$ cat src/rtl/pipe_stage_hs_pkg.sv
// Shared types and helpers for the handshaked pipeline-stage register.
package pipe_pkg;

    typedef enum logic [1:0] {
        EMPTY,
        ONE,
        FULL
    } state_t;

    localparam int unsigned CTRL_REGWRITE = 0;
    localparam int unsigned CTRL_MEMREAD  = 1;
    localparam int unsigned CTRL_MEMWRITE = 2;
    localparam int unsigned CTRL_MEMTOREG = 3;

    // Packed layout is {data, waddr, ctrl}, ctrl in the least significant bits.
    function automatic int unsigned bundle_w(input int unsigned lanes,
                                             input int unsigned data_w,
                                             input int unsigned addr_w,
                                             input int unsigned ctrl_w);
        return lanes * data_w + addr_w + ctrl_w;
    endfunction

endpackage

$ cat src/rtl/pipe_stage_hs_slot.sv
// One bundle-wide storage entry: loads on enable, clears on async active-low reset.
module pipe_slot #(
    parameter int unsigned W = 8
) (
    input  logic         clk,
    input  logic         rst,
    input  logic         load,
    input  logic [W-1:0] d,
    output logic [W-1:0] q
);

    always_ff @(posedge clk or negedge rst) begin
        if (!rst) begin
            q <= '0;
        end else if (load) begin
            q <= d;
        end
    end

endmodule

$ cat src/rtl/pipe_stage_hs.sv
// Valid/ready pipeline-stage register with optional two-entry skid buffer,
// synchronous flush, bubble-gated control and a saturating stall counter.
module pipe_stage_hs
    import pipe_pkg::*;
#(
    parameter int unsigned DATA_W = 32,
    parameter int unsigned LANES  = 2,
    parameter int unsigned ADDR_W = 5,
    parameter int unsigned CTRL_W = 4,
    parameter int unsigned SKID   = 1,
    parameter int unsigned CNT_W  = 16
) (
    input  logic                    clk,
    input  logic                    rst,
    input  logic                    in_valid,
    output logic                    in_ready,
    input  logic [LANES*DATA_W-1:0] in_data,
    input  logic [ADDR_W-1:0]       in_waddr,
    input  logic [CTRL_W-1:0]       in_ctrl,
    input  logic                    flush,
    output logic                    out_valid,
    input  logic                    out_ready,
    output logic [LANES*DATA_W-1:0] out_data,
    output logic [ADDR_W-1:0]       out_waddr,
    output logic [CTRL_W-1:0]       out_ctrl,
    output logic [CNT_W-1:0]        stall_cycles
);

    localparam int unsigned BW = bundle_w(LANES, DATA_W, ADDR_W, CTRL_W);

    state_t            state;
    logic [BW-1:0]     in_bundle;
    logic [BW-1:0]     main_d;
    logic [BW-1:0]     main_q;
    logic [BW-1:0]     skid_q;
    logic [CTRL_W-1:0] held_ctrl;
    logic              in_xfer;
    logic              out_xfer;
    logic              main_load;
    logic              skid_load;

    assign in_bundle = {in_data, in_waddr, in_ctrl};
    assign out_valid = (state != EMPTY);
    assign in_xfer   = in_valid && in_ready;
    assign out_xfer  = out_valid && out_ready;

    generate
        if (SKID != 0) begin : g_ready_reg
            assign in_ready = (state != FULL);
        end else begin : g_ready_comb
            assign in_ready = !out_valid || out_ready;
        end
    endgenerate

    // Main slot is always the head; on a FULL drain it is refilled from the skid.
    always_comb begin
        main_d    = in_bundle;
        main_load = 1'b0;
        skid_load = 1'b0;
        if (SKID != 0) begin
            unique case (state)
                EMPTY: main_load = in_xfer;
                ONE: begin
                    main_load = in_xfer && out_xfer;
                    skid_load = in_xfer && !out_xfer;
                end
                FULL: begin
                    main_load = out_xfer;
                    main_d    = skid_q;
                end
                default: ;
            endcase
        end else begin
            main_load = in_xfer;
        end
    end

    always_ff @(posedge clk or negedge rst) begin
        if (!rst) begin
            state <= EMPTY;
        end else if (flush) begin
            state <= EMPTY;
        end else if (SKID != 0) begin
            unique case (state)
                EMPTY: if (in_xfer) state <= ONE;
                ONE: begin
                    if (in_xfer && !out_xfer)      state <= FULL;
                    else if (!in_xfer && out_xfer) state <= EMPTY;
                end
                FULL: if (out_xfer) state <= ONE;
                default: state <= EMPTY;
            endcase
        end else if (in_xfer) begin
            state <= ONE;
        end else if (out_xfer) begin
            state <= EMPTY;
        end
    end

    always_ff @(posedge clk or negedge rst) begin
        if (!rst) begin
            stall_cycles <= '0;
        end else if (out_valid && !out_ready && (stall_cycles != '1)) begin
            stall_cycles <= stall_cycles + 1'b1;
        end
    end

    pipe_slot #(.W(BW)) u_main (
        .clk  (clk),
        .rst  (rst),
        .load (main_load),
        .d    (main_d),
        .q    (main_q)
    );

    generate
        if (SKID != 0) begin : g_skid
            pipe_slot #(.W(BW)) u_skid (
                .clk  (clk),
                .rst  (rst),
                .load (skid_load),
                .d    (in_bundle),
                .q    (skid_q)
            );
        end else begin : g_no_skid
            assign skid_q = '0;
        end
    endgenerate

    assign {out_data, out_waddr, held_ctrl} = main_q;
    assign out_ctrl = held_ctrl & {CTRL_W{out_valid}};

endmodule

$ cat config.mk
export PLATFORM = sky130hd
export DESIGN_NAME = pipe_stage_hs
export DESIGN_NICKNAME = d
export VERILOG_FILES = /design/src/rtl/pipe_stage_hs_pkg.sv /design/src/rtl/pipe_stage_hs_slot.sv /design/src/rtl/pipe_stage_hs.sv
export SDC_FILE = /design/constraint.sdc
export NUM_CORES = 1
export LEC_CHECK = 0
export ABC_AREA = 1
export BUFFER_PORTS_ARGS = -buffer_cell sky130_fd_sc_hd__buf_2
export CAP_MARGIN = 5
export CORE_MARGIN = 5
export CORE_UTILIZATION = 53
export DETAILED_ROUTE_END_ITERATION = 6
export PLACE_DENSITY = 0.9
export SLEW_MARGIN = 40
export SYNTH_ARGS = -nofsm -noshare
export SYNTH_HDL_FRONTEND = slang
export SYNTH_HIERARCHICAL = 1
export SYNTH_SLANG_ARGS = --single-unit
$ cat constraint.sdc
create_clock -name clk -period 2.5 [get_ports clk]
set_input_delay 0.625 -clock clk [delete_from_list [all_inputs] [get_ports clk]]
set_output_delay 0.625 -clock clk [all_outputs]
set_load 0.1 [all_outputs]
==> flow_summary.ini, run 1 <==
[yosys]
number_of_synthesized_flops_with_an_enable_pin = 0
postSynthRegisterBits = 164
compound_gate_portion_of_the_synthesized_area_pct = 0.7646
synth_top_family_by_area = simple AND/OR/NAND/NOR gates
synth-main-ff-cell = dfrtp_1
synthesized_instance_count = 1036
ys_async_sr_fraction_pct = 100.0
share_of_the_yosys_chip_area_belonging_to_registers_pct = 53.36
ys_warn_count = 6
synth.mux.area_fraction_pct = 0
ys_types = 22
synthXorXnorAreaFrac_pct = 0.7971
synth-simple-area-share_pct = 38.91
syn_nets = 1115
mappedNetlistArea_mm2 = 0.007691
synthesis.area_per_instance_um2 = 7.424
synth_fa_ha_area_share_pct = 0.1627

[floorplan]
chipHeight_um = 130.5
die_area_mm2 = 0.01702
boundaryPins = 169
die_width_um = 130.5
floorplan.initialDensity_pct = 53.53
core-area_mm2 = 0.01437
floorplan.rows = 44

[worst_setup_path]
startpoint = state[1]
crit_required_ns = 1.88
setup.worst_path.class = reg -> out
worst-endpoint-arrival_ns = 1.57
r2r_cells = 7
crit_path_start_kind = register
regToRegStartpoint = state[0]
critical_path.reg2reg.endpoint = u_main/q[48]
timing.critical_path.fanout_max = 8
reg2reg_slack_ns = 0.65
setup.worst_path.end_class = output pin

[routing]
wl_final_mm = 18.90
routed_antenna_nets = 0
per_cell_routed_wire_length_um = 13.62
post-route-drc-count = 0
dr_total_vias = 6827
initialDrtViolationCount = 534
drt-pass1-iter-count = 5
drt-vias-per-instance = 4.919

[global_routing]
first_pass_grt_wire_length_mm = 30.45
grt_max_degree = 74
first_global_vias = 6379
antenna_found_initial = 1
globalRouteTotalUtil_pct = 22.41
final_global_route_overflow_total = 0

[pwr]
vdd_drop_max_mv = 0.7814
internal_power_mw = 5.986
clock_power_share_pct = 23.3
seq_power_share_pct = 36.4
cell_area_power_density_mw_per_mm2 = 1235
swShare_pct = 47.37
power_switching_mw = 5.389
p_leak_nw = 5.358
combinationalPowerShare_pct = 40.2
power.total_mw = 11.38

[clocking]
numClockSinks = 164
post_cts.repair.setup_buffers = 0
h_tree_depth = 4
cts_max_path_buffers = 2
insertion_delay_ns = 0.42
cts_hold_buffers = 0
cts_inserted_buffers = 17
ctsRootBufferMaster = clkbuf_16
cts.reportedPaths.clkPinSlew_ns = 0.06
cts_tree = built
number_of_resized_instances_in_the_post_cts_repair_step = 0

[layout]
fillers = 1261
area_growth_syn_to_layout_pct = 19.72
drive_gt1_share_pct = 19.45
most-common-layout-cells = nand2_1 (727), buf_2 (166), dfrtp_1 (164), nor2_1 (22), inv_1 (21)
nNetsFinal = 1269
most_frequent_standard_cell_in_the_layout_excluding_fill_and_tap_cells = nand2_1
utilization_pct = 64.08
layout.cells.non_filler = 1388
final_cell_area_mm2 = 0.009208

[sta]
timing_worst_slew_pin_value_ns = 0.8082
max_freq_mhz = 454.8
setup-violations-final = 0
post_route_hold_slack_ns = 0.1548
worst_slack_setup_final_ns = 0.3012
clock_skew_ns = 0.005184
finalCriticalPeriod_ns = 2.199
slew_headroom_pct = 46.12
grt_setup_unrepaired = false
hold_violations = 0
finalSetupTns_ns = 0
fin_crit_sh_pct = 87.95
slew_viols_final = 0

[run]
maxCapViolCount = 0

[placed_design]
post-dp-hpwl_mm = 12.36
dpl-instance-area_mm2 = 0.008606
gp_congestion = 0.9395
dpl_worst_slack_ns = 0.6559
numPortBuffers = 168
placed_cells_incl_taps = 1355

[worst_hold_path]
hp-class = in -> async

[outcome]
status = finished, final reports clean
==> synth_stat cells, types with 3 or more instances <==
cell / instances / share of area [%]
buf_2: 26 / 1.7
buf_6: 18 / 2.6
dfrtp_1: 164 / 53
inv_1: 24 / 1.2
inv_2: 3 / 0.15
nand2_1: 728 / 36
nand2_2: 5 / 0.41
nand3_1: 10 / 0.65
nand4_1: 8 / 0.65
nor2_1: 22 / 1.1
nor2_2: 4 / 0.33
o21ai_0: 6 / 0.39
xnor2_1: 7 / 0.80
==> sequential cells by signal (all words and copies together), names as in the netlist <==
signal and cells:
g_skid.u_skid/q 73, u_main/q 73, stall_cycles 16, state 2
==> worst max-delay path, stage by stage (launching register included) <==
cell,delay [ns]
dfrtp_1,0.44
nor2_2,0.35
nor2_1,0.07
buf_2,0.30
==> worst max-delay path by stage <==
| stage | endpoint | slack [ns] | cells after the start |
|---|---|---|---|
| detailed placement | u_main/q[15] | 0.66 | 9 |
| floorplan | out_ctrl[0] | 0.11 | 2 |
| global route | out_ctrl[2] | 0.19 | 3 |
| CTS | out_ctrl[1] | 0.29 | 3 |
| global placement | u_main/q[27] | 0.71 | 9 |
| finish | out_ctrl[3] | 0.30 | 3 |
==> routing by layer <==
layer	vias to the layer above	GRT usage (%)	wire length, µm
met5	-	0	0
met4	0	8.953	493
met3	41	4.390	1275
met2	242	36.48	9207
met1	3133	29.78	7927
li1	3411	-	-
==> power groups by stage <==
stage	clock network, mW	registers [mW]	logic, mW
after floorplan	0	6.49	1.36
after global placement	0	4.12	4.49
after detailed placement	0	4.16	4.59
after CTS	2.69	4.14	4.60
after global routing	2.80	4.25	4.88
final	2.65	4.15	4.58
==> layout make-up <==
cell class	instances	area (µm²)	area share, %
Sequential cell	164	4104	44.57
Clock buffer	19	442.9	4.810
Inverter	28	106.4	1.155
Clock inverter	13	156.4	1.699
Timing Repair Buffer	183	1037	11.27
Antenna cell	1	2.502	0.02718
Multi-Input combinational cell	796	3128	33.97
Tap cell	184	230.2	2.500
==> logic make-up after synthesis <==
kind of cell	Yosys count
AOI/OAI and AO/OA	9
and+or+nand+nor	779
buffers and inverters	76
DFF	164
adders and majority gates	1
xor gates and xnor gates	7
No activity file was read; power rests on OpenSTA's default activity.
==> inputs of run 2 (changes only) <==
CORE_UTILIZATION = 35   (was 53)
PLACE_DENSITY = 0.68   (was 0.9)
==> flow_summary.ini, run 2 (synthesized netlist as in run 1, its figures left out) <==
[worst_setup_path]
timing.critical_path.fanout_max = 8
worst-endpoint-arrival_ns = 1.66
reg2reg_slack_ns = 0.52
regToRegStartpoint = state[0]
setup.worst_path.end_class = output pin
crit_required_ns = 1.88
critPathTopFamily = flip-flops
critical_path.reg2reg.endpoint = g_skid.u_skid/q[72]
cp_cell_sequence = nor2_2 -> inv_1 -> buf_2
crit_path_start_kind = register
r2r_cells = 9
setup.worst_path.class = reg -> out
cp.buffers_inverters = 2
crit_path_max_incr_delay_ns = 0.46
critical_path_top_delay_cell = dfrtp_1

[clocking]
cts_inserted_buffers = 17
h_tree_depth = 4
cts_tree = built
cts_max_path_buffers = 2
cts_hold_buffers = 0
cts.reportedPaths.clkPinSlew_ns = 0.07
number_of_resized_instances_in_the_post_cts_repair_step = 0
insertion_delay_ns = 0.43
ctsRootBufferMaster = clkbuf_16
numClockSinks = 164
post_cts.repair.setup_buffers = 0

[layout]
final_cell_area_mm2 = 0.009326
drive_gt1_share_pct = 19.67
layout_top_registers = g_skid.u_skid/q x73, u_main/q x73, stall_cycles x16
most_frequent_standard_cell_in_the_layout_excluding_fill_and_tap_cells = nand2_1
area_growth_syn_to_layout_pct = 21.26
nNetsFinal = 1271
most-common-layout-cells = nand2_1 (727), buf_2 (166), dfrtp_1 (164), nor2_1 (22), inv_1 (21)
utilization_pct = 42.87

[placed_design]
dpl_worst_slack_ns = 0.4971
post-dp-hpwl_mm = 13.42
gp_congestion = 0.8199
dpl-instance-area_mm2 = 0.008746
numPortBuffers = 168

[sta]
hold_violations = 0
fin_crit_sh_pct = 91.48
setup-violations-final = 0
finalSetupTns_ns = 0
grt_setup_unrepaired = false
post_route_hold_slack_ns = 0.1484
slew_viols_final = 0
finalCriticalPeriod_ns = 2.287
slew_headroom_pct = 61.75
timing_worst_slew_pin_value_ns = 0.5737
max_freq_mhz = 437.3
clock_skew_ns = 0.01683
worst_slack_setup_final_ns = 0.2130

[worst_hold_path]
hp-class = in -> async

[pwr]
vdd_drop_max_mv = 0.5894
cell_area_power_density_mw_per_mm2 = 1207
p_leak_nw = 5.368

[routing]
drt-vias-per-instance = 4.470
per_cell_routed_wire_length_um = 13.20
wl_final_mm = 19.62
drt-pass1-iter-count = 6
post-route-drc-count = 0
initialDrtViolationCount = 332
dr_total_vias = 6642
routed_antenna_nets = 0

[floorplan]
die_width_um = 158.2
floorplan.rows = 54
boundaryPins = 169
floorplan.initialDensity_pct = 35.35
die_area_mm2 = 0.02504
chipHeight_um = 158.2
core-area_mm2 = 0.02176

[run]
maxCapViolCount = 0

[global_routing]
antenna_found_initial = 1
final_global_route_overflow_total = 0
first_global_vias = 6328
first_pass_grt_wire_length_mm = 32.10
grt_max_degree = 52
globalRouteTotalUtil_pct = 16.02

[outcome]
status = finished, final reports clean
[run 2: changes by cell type in the layout (fill, tap and decap cells not counted), moves of 2 or more]
cell       change
inv_8          +2
inv_6          +5
bufinv_16      -2
buf_4          +2
clkinv_2       -3
[run 2: through the flow]
step | power (mW) | instances
floorplan | 7.855 | 1036
global placement | 8.666 | 1453
detailed placement | 8.749 | 1453
CTS | 11.38 | 1485
global route | 11.91 | 1485
finish | 11.26 | 1486
[run 2: worst max-delay path by stage]
stage          startpoint                   to  slack, ns  depth (start not counted)
2_1_floorplan    state[1]          out_ctrl[0]       0.11                          2
4_1_cts          state[1]          out_ctrl[0]       0.20                          3
3_5_place_dp     state[0]  g_skid.u_skid/q[50]       0.50                          9
5_1_grt          state[1]            out_valid       0.13                          3
6_report         state[1]            out_valid       0.21                          3
3_3_place_gp     state[0]  g_skid.u_skid/q[51]       0.53                          9
[run 2: final cells by class]
type | instances | area, µm²
timing repair buffer | 185 | 1052
clock buffer | 18 | 439.2
multi-input combinational | 796 | 3133
tap | 280 | 350.3
clock inverter | 14 | 138.9
inverter | 28 | 106.4
fill | 2284 | 12430
antenna | 1 | 2.502
sequential | 164 | 4104
[run 2: report_power, final]
part,internal (mW),switching (mW),total (mW)
Clock,1.43,1.17,2.60
Combinational,0.812,3.74,4.55
Sequential,3.58,0.529,4.11
Total,5.82,5.44,11.3
[run 2: per-layer routing]
layer	routed length, µm	GRT usage [%]	vias to the layer above
met2	9419	26.38	151
met4	246	4.874	2
met3	932	3.116	18
met1	9003	21.48	3055
met5	13	0	-
li1	-	-	3416
==> inputs of run 3 (changes only) <==
clock period = 2.3 ns   (was 2.5 ns; I/O delays follow)
==> flow_summary.ini, run 3 (synthesized netlist as in run 1, its figures left out) <==
[outcome]
status = finished, final reports clean

[sta]
clock_skew_ns = 0.01787
slew_viols_final = 0
finalCriticalPeriod_ns = 2.167
timing_worst_slew_pin_value_ns = 0.5394
fin_crit_sh_pct = 94.21
slew_headroom_pct = 64.29
grt_setup_unrepaired = false
setup-violations-final = 0
hold_violations = 0
max_freq_mhz = 461.5

[clocking]
cts_tree = built
cts_max_path_buffers = 2
h_tree_depth = 4
insertion_delay_ns = 0.42
cts.reportedPaths.clkPinSlew_ns = 0.07
post_cts.repair.setup_buffers = 0
ctsRootBufferMaster = clkbuf_16
cts_inserted_buffers = 17
numClockSinks = 164

[placed_design]
placed_cells_incl_taps = 1453
gp_congestion = 0.8103
post-dp-hpwl_mm = 13.35
numPortBuffers = 168

[layout]
antenna_cells = 0
nNetsFinal = 1272
area_growth_syn_to_layout_pct = 21.95
layout_top_registers = g_skid.u_skid/q x73, u_main/q x73, stall_cycles x16
most_frequent_standard_cell_in_the_layout_excluding_fill_and_tap_cells = nand2_1
fillers = 2208
most-common-layout-cells = nand2_1 (727), buf_2 (166), dfrtp_1 (164), nor2_1 (22), inv_1 (21)
layout.cells.non_filler = 1486
drive_gt1_share_pct = 19.57

[routing]
dr_total_vias = 6682
per_cell_routed_wire_length_um = 13.40
drt-pass1-iter-count = 4
post-route-drc-count = 0
wl_final_mm = 19.91
initialDrtViolationCount = 435
drt-vias-per-instance = 4.497
routed_antenna_nets = 0

[floorplan]
floorplan.initialDensity_pct = 35.35
floorplan.rows = 54
chipHeight_um = 158.2
boundaryPins = 169
core-area_mm2 = 0.02176
die_area_mm2 = 0.02504
die_width_um = 158.2

[pwr]
vdd_drop_max_mv = 0.6178
cell_area_power_density_mw_per_mm2 = 1312
p_leak_nw = 5.385
power.total_mw = 12.31

[global_routing]
first_global_vias = 6476
antenna_found_initial = 2
final_global_route_overflow_total = 0
globalRouteTotalUtil_pct = 16.41
grt_max_degree = 74
first_pass_grt_wire_length_mm = 32.79

[worst_setup_path]
setup.worst_path.class = reg -> out
timing.critical_path.fanout_max = 8
reg2reg_slack_ns = 0.52
crit_required_ns = 1.73
crit_path_start_kind = register
worst-endpoint-arrival_ns = 1.59
setup.worst_path.end_class = output pin

[run]
maxCapViolCount = 0

[worst_hold_path]
hp-class = in -> reg
==> run 3: per-stage QoR <==
stage / instance area [µm²] / setup TNS (ns) / hold slack, ns / utilization [%] / setup WS, ns
finish: 9379 / 0 / 0.3636 / 43.11 / 0.1331
global route: 9379 / 0 / 0.3526 / 43.11 / 0.008370
CTS: 9379 / 0 / 0.3479 / 43.11 / 0.08669
detailed placement: 8783 / 0 / 0.4532 / 40.37 / 0.4468
global placement: 8783 / 0 / 0.4488 / 40.37 / 0.4922
floorplan: 7691 / -0.1622 / 0.2794 / - / -0.04055
==> run 3: worst paths after layout <==
check,start,end,depth (start not counted)
max,state[1],out_ctrl[0],3
min,in_data[15],g_skid.u_skid/q[24],3
max reg2reg,state[1],u_main/q[69],8
min reg2reg,u_main/q[71],u_main/q[71],2
max in group asynchronous,rst,g_skid.u_skid/q[52],3
min in group asynchronous,rst,stall_cycles[0],2
==> run 3: report_power, final <==
group / switching, mW / internal [mW] / leakage, nW
clock: 1.24 / 1.61 / 0.287
combinational: 4.09 / 0.904 / 3.05
sequential: 0.576 / 3.89 / 2.05
total: 5.90 / 6.40 / 5.38
==> run 3: what timing repair did <==
item | in CTS | in global routing
endpoints found under the hold margin | 6 | 0
hold buffers | 1 | 0
endpoints found under the setup margin | 0 | 0
resized for setup | 0 | 0
==> run 3: critical path: stages (launching register included) <==
cell	delay (ns)
dfrtp_1	0.46
nor2_2	0.35
nor2_1	0.07
buf_2	0.30
==> run 3: area by class of cell <==
class,instances,area (µm²),area share (%)
clock inverters,11,115.1,1.227
flip-flops and latches,164,4104,43.76
clock buffers,21,470.5,5.016
repair buffers,186,1100,11.73
well taps,280,350.3,3.735
multi-input cells,796,3133,33.40
inverters,28,106.4,1.134
==> run 3: routing by layer <==
metal	up-vias	track usage (%)	routed length (µm)
met5	-	0	30
met3	25	3.417	994
met1	3071	21.08	8843
li1	3424	-	-
met2	158	27.53	9637
met4	4	5.727	400
